File: config.mk
export PLATFORM = sky130hd
export DESIGN_NAME = mem_port_arbiter_flat
export DESIGN_NICKNAME = d
export VERILOG_FILES = /design/src/rtl/mem_port_arbiter_if.sv /design/src/rtl/mem_port_arbiter.sv /design/src/flat_wrapper.sv
export SDC_FILE = /design/constraint.sdc
export NUM_CORES = 1
export LEC_CHECK = 0
export ABC_AREA = 1
export CAP_MARGIN = 25
export CORE_MARGIN = 2
export CORE_UTILIZATION = 40
export CTS_CLUSTER_DIAMETER = 60
export DETAILED_ROUTE_END_ITERATION = 8
export PLACE_DENSITY = 0.83
export SLEW_MARGIN = 20
export SYNTH_ARGS = -nofsm -noshare
export SYNTH_HDL_FRONTEND = slang
export SYNTH_SLANG_ARGS = --single-unit
export TNS_END_PERCENT = 10
File: constraint.sdc
create_clock -name CLK -period 3.7 [get_ports CLK]
set_input_delay 0.74 -clock CLK [delete_from_list [all_inputs] [get_ports CLK]]
set_output_delay 0.74 -clock CLK [all_outputs]
set_load 0.02 [all_outputs]
File: src/rtl/mem_port_arbiter_if.sv
// Requester-side and memory-controller-side signals of mem_port_arbiter, bundled for port passing.
// The slave modport is the arbiter's view; master is the environment's view.
interface mem_port_arbiter_if #(
  parameter int unsigned REQ_CNT = 2,
  parameter int unsigned ADDR_W  = 32,
  parameter int unsigned DATA_W  = 32
);
  logic [2*REQ_CNT-1:0]      req_rw_flag;
  logic [ADDR_W*REQ_CNT-1:0] req_addr;
  logic [DATA_W*REQ_CNT-1:0] req_write_data;
  logic [4*REQ_CNT-1:0]      req_write_mask;
  logic [DATA_W*REQ_CNT-1:0] req_read_data;
  logic [REQ_CNT-1:0]        req_busy;
  logic [REQ_CNT-1:0]        req_done;

  logic [1:0]                MEM_rw_flag;
  logic [ADDR_W-1:0]         MEM_addr;
  logic [DATA_W-1:0]         MEM_write_data;
  logic [3:0]                MEM_write_mask;
  logic [DATA_W-1:0]         MEM_read_data;
  logic                      MEM_busy;
  logic                      MEM_done;

  modport slave (
    input  req_rw_flag, req_addr, req_write_data, req_write_mask,
    input  MEM_read_data, MEM_busy, MEM_done,
    output req_read_data, req_busy, req_done,
    output MEM_rw_flag, MEM_addr, MEM_write_data, MEM_write_mask
  );

  modport master (
    output req_rw_flag, req_addr, req_write_data, req_write_mask,
    output MEM_read_data, MEM_busy, MEM_done,
    input  req_read_data, req_busy, req_done,
    input  MEM_rw_flag, MEM_addr, MEM_write_data, MEM_write_mask
  );
endinterface

File: src/rtl/mem_port_arbiter.sv
// Shares one memory-controller port among REQ_CNT requesters, one transaction in flight.
// Round-robin by default; define MEM_ARB_FIXED_PRIO_EN for fixed lowest-index priority.
module mem_port_arbiter #(
  parameter int unsigned REQ_CNT = 2,
  parameter int unsigned ADDR_W  = 32,
  parameter int unsigned DATA_W  = 32
) (
  input logic               CLK,
  input logic               RST_N,
  mem_port_arbiter_if.slave bus
);

  localparam int unsigned IdxW = (REQ_CNT > 1) ? $clog2(REQ_CNT) : 1;

  typedef enum logic [1:0] {StIdle, StGrant, StDone} state_e;

  state_e                    state_q;
  logic [IdxW-1:0]           gnt_q;
  logic [1:0]                rw_q;
  logic [ADDR_W-1:0]         addr_q;
  logic [DATA_W-1:0]         wdata_q;
  logic [3:0]                mask_q;
  logic [REQ_CNT-1:0]        busy_q;
  logic [REQ_CNT-1:0]        done_q;
  logic [DATA_W*REQ_CNT-1:0] rdata_q;

  logic [REQ_CNT-1:0]        valid;
  logic [IdxW-1:0]           win;
  logic [1:0]                sel_rw;
  logic [ADDR_W-1:0]         sel_addr;
  logic [DATA_W-1:0]         sel_wdata;
  logic [3:0]                sel_mask;

  // Flag 11 is illegal and never counts as a request.
  always_comb begin
    valid = '0;
    for (int i = 0; i < int'(REQ_CNT); i++) begin
      valid[i] = (bus.req_rw_flag[2*i +: 2] == 2'b01) || (bus.req_rw_flag[2*i +: 2] == 2'b10);
    end
  end

`ifdef MEM_ARB_FIXED_PRIO_EN
  always_comb begin
    win = '0;
    for (int i = int'(REQ_CNT) - 1; i >= 0; i--) begin
      if (valid[i]) win = IdxW'(i);
    end
  end
`else
  logic [IdxW-1:0] rr_ptr_q;
  logic [IdxW-1:0] cand;

  // Walk offsets from farthest to nearest so the first valid after rr_ptr wins.
  always_comb begin
    win  = '0;
    cand = '0;
    for (int i = int'(REQ_CNT); i >= 1; i--) begin
      cand = IdxW'((int'(rr_ptr_q) + i) % int'(REQ_CNT));
      if (valid[cand]) win = cand;
    end
  end

  always_ff @(posedge CLK or negedge RST_N) begin
    if (!RST_N) begin
      rr_ptr_q <= IdxW'(REQ_CNT - 1);
    end else if (state_q == StGrant && bus.MEM_done) begin
      rr_ptr_q <= gnt_q;
    end
  end
`endif

  always_comb begin
    sel_rw    = '0;
    sel_addr  = '0;
    sel_wdata = '0;
    sel_mask  = '0;
    for (int i = 0; i < int'(REQ_CNT); i++) begin
      if (win == IdxW'(i)) begin
        sel_rw    = bus.req_rw_flag[2*i +: 2];
        sel_addr  = bus.req_addr[ADDR_W*i +: ADDR_W];
        sel_wdata = bus.req_write_data[DATA_W*i +: DATA_W];
        sel_mask  = bus.req_write_mask[4*i +: 4];
      end
    end
  end

  always_ff @(posedge CLK or negedge RST_N) begin
    if (!RST_N) begin
      state_q <= StIdle;
      gnt_q   <= '0;
      rw_q    <= '0;
      addr_q  <= '0;
      wdata_q <= '0;
      mask_q  <= '0;
      busy_q  <= '0;
      done_q  <= '0;
      rdata_q <= '0;
    end else begin
      unique case (state_q)
        StIdle: begin
          done_q <= '0;
          if ((|valid) && !bus.MEM_busy) begin
            gnt_q   <= win;
            rw_q    <= sel_rw;
            addr_q  <= sel_addr;
            wdata_q <= sel_wdata;
            mask_q  <= sel_mask;
            busy_q  <= REQ_CNT'(1) << win;
            state_q <= StGrant;
          end
        end
        StGrant: begin
          if (bus.MEM_done) begin
            for (int i = 0; i < int'(REQ_CNT); i++) begin
              if (gnt_q == IdxW'(i) && rw_q == 2'b01) begin
                rdata_q[DATA_W*i +: DATA_W] <= bus.MEM_read_data;
              end
            end
            rw_q    <= '0;
            addr_q  <= '0;
            wdata_q <= '0;
            mask_q  <= '0;
            busy_q  <= '0;
            done_q  <= REQ_CNT'(1) << gnt_q;
            state_q <= StDone;
          end
        end
        StDone: begin
          done_q  <= '0;
          state_q <= StIdle;
        end
        default: state_q <= StIdle;
      endcase
    end
  end

  assign bus.MEM_rw_flag    = rw_q;
  assign bus.MEM_addr       = addr_q;
  assign bus.MEM_write_data = wdata_q;
  assign bus.MEM_write_mask = mask_q;
  assign bus.req_busy       = busy_q;
  assign bus.req_done       = done_q;
  assign bus.req_read_data  = rdata_q;

endmodule

File: src/flat_wrapper.sv
// flat-port wrapper written by rule: the top's interface ports become plain ports
module mem_port_arbiter_flat 
#(
  parameter int unsigned REQ_CNT = 2,
  parameter int unsigned ADDR_W  = 32,
  parameter int unsigned DATA_W  = 32
)
  (CLK, RST_N, bus_req_rw_flag, bus_req_addr, bus_req_write_data, bus_req_write_mask, bus_MEM_read_data, bus_MEM_busy, bus_MEM_done, bus_req_read_data, bus_req_busy, bus_req_done, bus_MEM_rw_flag, bus_MEM_addr, bus_MEM_write_data, bus_MEM_write_mask);
  mem_port_arbiter_if #(.REQ_CNT(REQ_CNT), .ADDR_W(ADDR_W), .DATA_W(DATA_W)) bus_i ();
  input logic CLK;
  input logic RST_N;
  input wire logic [$bits(bus_i.req_rw_flag)-1:0] bus_req_rw_flag;
  input wire logic [$bits(bus_i.req_addr)-1:0] bus_req_addr;
  input wire logic [$bits(bus_i.req_write_data)-1:0] bus_req_write_data;
  input wire logic [$bits(bus_i.req_write_mask)-1:0] bus_req_write_mask;
  input wire logic [$bits(bus_i.MEM_read_data)-1:0] bus_MEM_read_data;
  input wire logic [$bits(bus_i.MEM_busy)-1:0] bus_MEM_busy;
  input wire logic [$bits(bus_i.MEM_done)-1:0] bus_MEM_done;
  output wire logic [$bits(bus_i.req_read_data)-1:0] bus_req_read_data;
  output wire logic [$bits(bus_i.req_busy)-1:0] bus_req_busy;
  output wire logic [$bits(bus_i.req_done)-1:0] bus_req_done;
  output wire logic [$bits(bus_i.MEM_rw_flag)-1:0] bus_MEM_rw_flag;
  output wire logic [$bits(bus_i.MEM_addr)-1:0] bus_MEM_addr;
  output wire logic [$bits(bus_i.MEM_write_data)-1:0] bus_MEM_write_data;
  output wire logic [$bits(bus_i.MEM_write_mask)-1:0] bus_MEM_write_mask;
  assign bus_i.req_rw_flag = bus_req_rw_flag;
  assign bus_i.req_addr = bus_req_addr;
  assign bus_i.req_write_data = bus_req_write_data;
  assign bus_i.req_write_mask = bus_req_write_mask;
  assign bus_i.MEM_read_data = bus_MEM_read_data;
  assign bus_i.MEM_busy = bus_MEM_busy;
  assign bus_i.MEM_done = bus_MEM_done;
  assign bus_req_read_data = bus_i.req_read_data;
  assign bus_req_busy = bus_i.req_busy;
  assign bus_req_done = bus_i.req_done;
  assign bus_MEM_rw_flag = bus_i.MEM_rw_flag;
  assign bus_MEM_addr = bus_i.MEM_addr;
  assign bus_MEM_write_data = bus_i.MEM_write_data;
  assign bus_MEM_write_mask = bus_i.MEM_write_mask;
  mem_port_arbiter #(.REQ_CNT(REQ_CNT), .ADDR_W(ADDR_W), .DATA_W(DATA_W)) u_core (.CLK(CLK), .RST_N(RST_N), .bus(bus_i));
endmodule
==> metrics.md <==
| Metric | Value |
|---|---|
| Cell Rows | 44 |
| Tmin final | 2.45 ns |
| WL per Instance | 16.6 um |
| Overflow after GRT | 0 |
| Slew @ Worst Pin | 0.804 ns |
| Number of setup buffers added after CTS | 0 |
| Synth Warn # | 0 |
| Clk slew on worst S/H paths | 0.06 ns |
| CP Cell Sequence | clkdlybuf4s50_1, inv_1, nand2_1, nand2_1, nand2_1, nand2_2, buf_4, buf_4, nand2_1, nand3_1, nand2_1 |
| DRT iter0 DRCs | 354 |
| P_leak | 4.48 nW |
| Total of cells resized after clock tree synthesis | 0 |
| Clock sink count | 142 |
| IO Port Bufs | 313 |
| Max VDD drop | 0.484 mV |
| Worst path most repeated cell | nand2_1 |
| # DRC | 0 |
| Final Max Slew Viols | 0 |
| Worst path slowest cell | buf_4 |
| Fin nets | 1147 |
| Synth-to-layout area growth | 65.6% |
| Crit. End Element | flop |
| Fmax | 409 MHz |
| CP Class | input pin to flop |
| Hold/Removal Path Class | input pin to async pin |
| Max clock buf depth | 2 |
| H-Tree Depth | 4 |
| Die width | 126 um |
| Synth Cell Area | 0.00592 mm2 |
| Final instance area | 0.00980 mm2 |
| Final hold slack | 0.347 ns |
| Max-Cap Viols | 0 |
| Syn Nets | 847 |
| Worst stage delay on the critical path | 0.49 ns |
| Final setup fails | 0 |
| Fin worst setup slack | 1.25 ns |
| Tcrit/Tclk final | 66.1% |
| Total Routing Usage GR | 25.3% |
| Seq/Total Area, Yosys | 60.1% |
| Worst path bufs/invs | 4 |
| RD Place Congestion | 0.820 |
| First-pass GRT wire length | 31.7 mm |
| CTS tree | done |
| Status | finished, final reports clean |
| #FFs+latches synth | 142 |
| Die area | 0.0158 mm2 |
| Drt first pass iters | 5 |
| Worst Path Max Fanout | 48 |
| Vias/cell | 5.05 |
| Core ar. | 0.0145 mm2 |
| Top Family by Delay on Critical Path | buffers and inverters |
| Worst clock skew | 0.00876 ns |
| Routed via count | 5906 |
| RSZ-0062 raised after global routing | no |
| Place WS | 0.839 ns |
| CTS buffer count | 17 |
| Cells after Synth | 671 |
| Worst slew margin | 46.4% |
| Post-DP HPWL | 13.9 mm |
| Clk Latency, worst-skew pair | 0.41 ns |
| Setup tns final | 0 ns |
| Dominant synthesized flop cell | dfrtp_1 |
| Root Buffer | clkbuf_16 |
| Pwr Density | 798 mW/mm2 |
| Post-detailed-route count of antenna-violating nets | 0 |
| Die Height | 126 um |
| Critical Path RT | 4.00 ns |
| Initial Util | 40.9% |
| EDFF count, synth | 0 |
| Wirelength, routed | 19.5 mm |
| Fin. Hold Viols | 0 |
| Synth unique cells | 22 |
| Avg Cell Area, Syn | 8.82 um2 |
| Overall power | 7.82 mW |
| Initial antenna violation count | 2 |
| Filler cells | 1133 |
| CP Launch Type | input pin |
| Share of post-route cells with drive strength above 1 | 5.39% |
| WP data arrival | 2.74 ns |
| Vias in the first global route | 6137 |
| Hold buffers post-CTS | 0 |
| I/O Pins | 314 |
| Placement-stage cell area | 0.00917 mm2 |
| Largest net degree at the start of global routing | 78 |
| Synth async-reset ratio | 100% |
==> registers in the layout, summed over array words and instances (netlist names) <==
signal,count
u_core.gnt_q,1
u_core.bus.MEM_write_data,32
u_core.bus.req_done,2
u_core.bus.MEM_write_mask,4
u_core.bus.MEM_rw_flag,2
u_core.rr_ptr_q,1
u_core.state_q,2
u_core.bus.req_busy,2
u_core.bus.req_read_data,64
u_core.bus.MEM_addr,32
==> worst reg2reg max path, stage by stage, from the launching register on <==
cell,delay [ns]
dfrtp_1,0.44
nor3_2,0.34
nand2_2,0.13
buf_4,0.26
nor2_4,0.14
buf_12,0.29
nand2_1,0.15
nand3_1,0.10
==> power by group <==
| group | internal [mW] | leakage [nW] | switching, mW | total [mW] |
|---|---|---|---|---|
| Combinational | 1.62 | 2.34 | 1.78 | 3.40 |
| Sequential | 2.22 | 1.83 | 0.392 | 2.62 |
| Clock | 1.16 | 0.308 | 0.645 | 1.81 |
==> Yosys cell counts (2+ instances only) <==
cell	number	share of area, %
dfrtp_1	141	60
buf_6	5	0.95
nand4_1	2	0.21
nor2_4	2	0.38
inv_1	39	2.5
clkbuf_1	21	1.3
nand3_2	2	0.34
buf_2	13	1.1
nand3_1	145	12
nand2_2	2	0.21
inv_2	2	0.13
o21ai_0	57	4.8
nand2_1	219	14
buf_1	2	0.13
o21ai_1	12	1.0
==> worst paths after layout <==
| kind | to | slack (ns) | start | cells past startpoint |
|---|---|---|---|---|
| max | u_core.bus.MEM_addr[31] | 1.25 | bus_req_rw_flag[2] | 11 |
| min | u_core.bus.req_read_data[34] | 0.35 | RST_N | 1 |
| max reg2reg | u_core.bus.MEM_write_mask[3] | 1.78 | u_core.state_q[0] | 7 |
| min reg2reg | u_core.bus.req_read_data[30] | 0.48 | u_core.bus.req_read_data[30] | 2 |
| max in group asynchronous | u_core.bus.MEM_addr[27] | 2.46 | RST_N | 2 |
| min in group CLK | u_core.bus.req_read_data[30] | 0.48 | u_core.bus.req_read_data[30] | 2 |
==> metrics by stage <==
stage | utilization [%] | cells
2_1_floorplan | - | 671
3_3_place_gp | 63.3 | 1136
3_5_place_dp | 63.3 | 1136
4_1_cts | 67.7 | 1168
5_1_grt | 67.7 | 1170
6_report | 67.7 | 1170
==> cells in the final DEF (no fill, tap or decap), drive strengths merged <==
cell type and count:
buf 11, nand2 221, bufinv 4, nand4 2
clkbuf 22, a31o 1, o21ai 69, nor2 4
dfstp 1, clkinv 6, diode 2, nand3 147
clkdlybuf4s50 312, dfrtp 141, a21oi 1, inv 41
nor3 1
==> kinds of logic after synthesis <==
kind of cell	Yosys count	synth area share [%]
buf+inv	83	6.24
compound gates	71	6.07
simple gates	375	27.6
flops	142	60.1
==> routing by layer <==
metal,vias to the layer above,part of all wire [%],global-route usage (%)
li1,2791,-,-
met1,2771,38,29.8
met4,0,3.5,12.4
met5,-,0,0
met3,51,11,9.35
met2,293,48,40.8
==> cell type report <==
type	instances	area [um2]	share of cell area (%)
diodes	2	5.00	0.0511
clock buffers	22	464	4.74
clock inverters	10	161	1.65
inverters	41	154	1.57
multi-input cells	446	2000	20.4
flip-flops and latches	142	3550	36.3
well taps	184	230	2.35
repair buffers	323	3230	33.0
Power figures use the tool's default switching activity.
